File: src/rtl/score_led_bar.sv
// Registered score-to-LED bar driver: bar/dot pattern, a flash on the newly lit LED
// when the score rises, and a whole-bar blink while the score is at the winning value.
module score_led_bar #(
    parameter int LED_COUNT    = 10,
    parameter int SCORE_WIDTH  = 4,
    parameter int WIN_SCORE    = 10,
    parameter int TICK_DIV     = 5000000,
    parameter int FLASH_CYCLES = 3
) (
    input  logic                   clock,
    input  logic                   reset,
    input  logic [SCORE_WIDTH-1:0] scoreValue,
    input  logic                   dotMode,
    output logic [LED_COUNT-1:0]   led,
    output logic                   win
);

    localparam int CW          = (SCORE_WIDTH > 6) ? SCORE_WIDTH : 6;
    localparam int TW          = (TICK_DIV > 1) ? $clog2(TICK_DIV) : 1;
    localparam int FLASH_TICKS = 2 * FLASH_CYCLES;
    localparam int FW          = $clog2(FLASH_TICKS + 1);

    typedef enum logic [1:0] {
        IDLE  = 2'd0,
        FLASH = 2'd1,
        WIN   = 2'd2
    } state_t;

    state_t                 state_q, state_d;
    logic [SCORE_WIDTH-1:0] prevScore_q;
    logic                   first_q;
    logic [TW-1:0]          tickCnt_q, tickCnt_d;
    logic                   phase_q, phase_d;
    logic [FW-1:0]          flashCnt_q, flashCnt_d;
    logic [LED_COUNT-1:0]   led_q, led_d;
    logic                   win_q;

    logic [CW-1:0]          scoreWide, prevWide, nCur, nPrev;
    logic                   tick, atWin, rise, fall, restart;
    logic [LED_COUNT-1:0]   base;

    // Clamp is done at CW bits so a wide score never aliases onto a small LED index.
    always_comb begin
        scoreWide = CW'(scoreValue);
        prevWide  = CW'(prevScore_q);
        nCur      = (scoreWide > CW'(LED_COUNT)) ? CW'(LED_COUNT) : scoreWide;
        nPrev     = (prevWide > CW'(LED_COUNT)) ? CW'(LED_COUNT) : prevWide;
        atWin     = (scoreWide >= CW'(WIN_SCORE));
        rise      = !first_q && (scoreWide > prevWide);
        fall      = !first_q && (scoreWide < prevWide);
        tick      = (tickCnt_q == TW'(TICK_DIV - 1));
        base      = '0;
        for (int i = 0; i < LED_COUNT; i++) begin
            base[i] = dotMode ? (nCur == CW'(i + 1)) : (CW'(i) < nCur);
        end
    end

    always_comb begin
        state_d    = state_q;
        tickCnt_d  = tick ? '0 : tickCnt_q + 1'b1;
        phase_d    = phase_q ^ tick;
        flashCnt_d = flashCnt_q;
        restart    = 1'b0;

        if (atWin) begin
            state_d = WIN;
            restart = (state_q != WIN);
        end else if (state_q == WIN) begin
            state_d = IDLE;
        end else if (rise && (nCur != nPrev)) begin
            state_d = FLASH;
            restart = 1'b1;
        end else if (fall) begin
            state_d = IDLE;
        end else if (state_q == FLASH && tick) begin
            if (flashCnt_q == FW'(FLASH_TICKS - 1)) begin
                state_d = IDLE;
            end else begin
                flashCnt_d = flashCnt_q + 1'b1;
            end
        end

        // A score change always beats a coincident tick: the blink starts over in its off phase.
        if (restart) begin
            tickCnt_d  = '0;
            phase_d    = 1'b0;
            flashCnt_d = '0;
        end

        led_d = base;
        case (state_d)
            FLASH: begin
                for (int i = 0; i < LED_COUNT; i++) begin
                    if (nCur == CW'(i + 1)) begin
                        led_d[i] = phase_d;
                    end
                end
            end
            WIN:     led_d = base & {LED_COUNT{phase_d}};
            default: led_d = base;
        endcase
    end

    // first_q makes the first post-reset score a baseline rather than a rise.
    always_ff @(posedge clock) begin
        if (reset) begin
            state_q     <= IDLE;
            prevScore_q <= '0;
            first_q     <= 1'b1;
            tickCnt_q   <= '0;
            phase_q     <= 1'b0;
            flashCnt_q  <= '0;
            led_q       <= '0;
            win_q       <= 1'b0;
        end else begin
            state_q     <= state_d;
            prevScore_q <= scoreValue;
            first_q     <= 1'b0;
            tickCnt_q   <= tickCnt_d;
            phase_q     <= phase_d;
            flashCnt_q  <= flashCnt_d;
            led_q       <= led_d;
            win_q       <= atWin;
        end
    end

    assign led = led_q;
    assign win = win_q;

endmodule

File: config.mk
export PLATFORM = sky130hd
export DESIGN_NAME = score_led_bar
export DESIGN_NICKNAME = d
export VERILOG_FILES = /design/src/rtl/score_led_bar.sv
export SDC_FILE = /design/constraint.sdc
export NUM_CORES = 1
export LEC_CHECK = 0
export CORE_ASPECT_RATIO = 0.6
export CORE_UTILIZATION = 57
export DETAILED_ROUTE_END_ITERATION = 7
export PLACE_DENSITY = 0.78
export RECOVER_POWER = 25
export SLEW_MARGIN = 20
export SYNTH_ARGS = -nofsm -noshare
export SYNTH_HDL_FRONTEND = slang
export SYNTH_SLANG_ARGS = --single-unit
File: constraint.sdc
create_clock -name clock -period 4.4 [get_ports clock]
set_input_delay 1.32 -clock clock [delete_from_list [all_inputs] [get_ports clock]]
set_output_delay 1.32 -clock clock [all_outputs]
set_load 0.005 [all_outputs]
==> impl_metrics.yaml <==
outcome:
  status: "complete, no violations"
worst_setup_path:
  endpoint_kind: "flip-flop"
  cp_data_arrival_time_ns: 4.29
  crit_path_start_kind: "input port"
  crit_required_ns: 4.54
  worstSetupPathType: "in -> reg"
  rr_worst_depth: 14
  crit_path_max_fanout: 7
power_and_ir_drop:
  p_leak_nw: 0.989
  irDropWorstVdd_uv: 202
  power_density_mw_per_mm2: 323
timing:
  worst_pin_slew_ns: 0.860
  fin_crit_sh_pct: 94.2
  final_max_slew_viol_count: 0
  hold_slack_ns: 0.506
  fin_crit_ns: 4.14
  setup_viol_count_final: 0
  fin_ws_ns: 0.257
  finClkSkew_ns: 0.0146
  maxSlewHeadroom_pct: 42.6
  rsz0062_at_grt: "false"
  timing.fmax_mhz: 241
  hold_viol_final: 0
clock_network:
  post_cts_buffers: 0
  clkSinkCount: 45
  ctsHtreeMaxLevel: 2
  cts_buffers: 5
  ctsResizeCount: 0
  cts_tree: "built"
  clk_latency_ns: 0.30
  clkTransAtPathRegs_ns: 0.08
  cts_max_path_buffers: 2
  holdBufCountCts: 0
  clk_root_buffer_cell: "clkbuf_8"
floorplan:
  die_area_mm2: 0.00426
  initial_core_util_pct: 60.9
  core_area_mm2: 0.00374
  die_width_um: 83.6
  io_pins: 18
  die_y_um: 51.0
  rows: 17
synthesis:
  synthMuxAreaShare_pct: 0
  synth-compound-area-share_pct: 18.0
  yosysSeqAreaShare_pct: 39.5
  synth_top_family_by_area: "simple AND/OR/NAND/NOR gates"
  synth_warnings: 0
  yosys.area_share.simple_pct: 24.7
  postSynthNetCount: 280
  synth_cell_type_count: 47
  synth_edf_count: 0
  netlist_area_mm2: 0.00228
  ys_top_cells_by_area: "dfxtp_1, nor2_1, xor2_1"
  synth_flop_cell: "dfxtp_1"
  yosys.area.top_type: "dfxtp_1"
  synthXorXnorAreaFrac_pct: 8.84
  ys_seq_elements: 45
  async_flop_share_pct: 0
  syn_area_per_cell_um2: 8.64
  syn_inst: 264
  synth_top_area_share_pct: 39.5
  synth_fa_ha_area_share_pct: 4.94
route:
  vias_per_cell: 5.76
  dr_total_vias: 1964
  dr.pass1.iters: 4
  wl_per_cell_um: 14.8
  route.detailed.drc: 0
  routed_wl_um: 5040
  drtIter0Drc: 153
  ant_nets: 0
placed_design:
  io_buffer_count: 17
  gp_congestion: 0.954
  placed_cells: 333
  hpwl_um: 3590
  placed_cell_area_mm2: 0.00259
  dp_slack_ns: -0.0312
final_layout:
  antenna_cells: 0
  final_cell_area_mm2: 0.00270
  drive_gt1_share_pct: 9.86
  final_common_cell: "dfxtp_1"
  syn_to_final_growth_pct: 18.4
  nFillCells: 287
  instances_no_fill: 341
  mostFrequentLayoutCells: "dfxtp_1, nor2_1, inv_1"
  nNetsFinal: 309
  fin_util_pct: 72.1
min_path:
  holdPathStages: 1
  hold_path.class: "reg -> reg"
global_routing:
  grt.total_usage_pct: 25.9
  grt_pass1_wl_um: 8600
  grt_max_degree: 23
  grt_pass1_vias: 1800
  antenna_found_initial: 0
  overflow: 0
job:
  maxCapViolCount: 0
## flip-flops by register name, summed over array words and instances, names as in the netlist
name         count
win              1
prevScore_q      4
tickCnt_q       23
phase_q          1
led             10
first_q          1
flashCnt_q       3
state_q          2
## report_power, final
group / internal (mW) / switching (mW) / total, mW
Clock: 0.170 / 0.144 / 0.314
Combinational: 0.0591 / 0.0717 / 0.131
Sequential: 0.420 / 0.00831 / 0.428
Total: 0.649 / 0.224 / 0.873
## through the flow
step	setup TNS, ns	power [mW]
after global routing	0	0.912
final	0	0.873
after global placement	0	0.566
after CTS	0	0.878
after floorplan	0	0.511
after detailed placement	-0.0312	0.568
## path summary, 6_finish.rpt
kind | end | from | slack [ns]
setup reg to reg | led[6] | prevScore_q[3] | 1.24
hold / removal | tickCnt_q[0] | tickCnt_q[0] | 0.51
setup / recovery | led[6] | scoreValue[0] | 0.26
hold reg to reg | tickCnt_q[0] | tickCnt_q[0] | 0.51
## Yosys cell counts (all sizes together) (2+ instances only)
| cell | count |
|---|---|
| o22ai | 3 |
| ha | 9 |
| inv | 16 |
| nand3 | 10 |
| and3 | 3 |
| o31ai | 7 |
| or4 | 3 |
| nand2b | 7 |
| dfxtp | 45 |
| xor2 | 14 |
| nand4 | 4 |
| a41oi | 2 |
| o21ai | 9 |
| a2111oi | 2 |
| xnor2 | 9 |
| o32ai | 2 |
| a21oi | 13 |
| nor3 | 9 |
| o211ai | 3 |
| a221oi | 3 |
| nand2 | 14 |
| clkbuf | 6 |
| or3 | 7 |
| nor2 | 42 |
| nor2b | 5 |
| buf | 2 |
## critical path: stages
cell and delay, ns:
clkdlybuf4s50_1 0.48, nand2b_1 0.23, or4_1 0.48, a21oi_1 0.30, nor3_1 0.11, o21ai_1 0.26
inv_1 0.08, ha_1 0.21, buf_4 0.16, nor2_1 0.10, nor2_1 0.05, a41oi_1 0.35
o32ai_1 0.16
## metal layers
metal  track usage (%)  share of wire, %
met2              39.0                41
met5                 0                 0
met3              5.65               5.3
met1              37.3                53
met4              7.91              0.50
## cell families after synthesis
family                   count (synthesis)
AND/OR/NAND/NOR                        110
AO/OA/AOI/OAI                           53
flip-flops                              45
XOR/XNOR                                23
buffers and inverters                   24
adder cells (fa/ha/maj)                  9
## area by class of cell
class                      instances  area, um^2  share of cell area [%]
sequential                        45         901                    33.4
inverter                          16        60.1                    2.23
timing repair buffer              30         277                    10.2
clock buffer                       5        68.8                    2.55
clock inverter                     3        46.3                    1.72
tap                               47        58.8                    2.18
multi-input combinational        195        1290                    47.7
(Power assumes the default switching activity.)
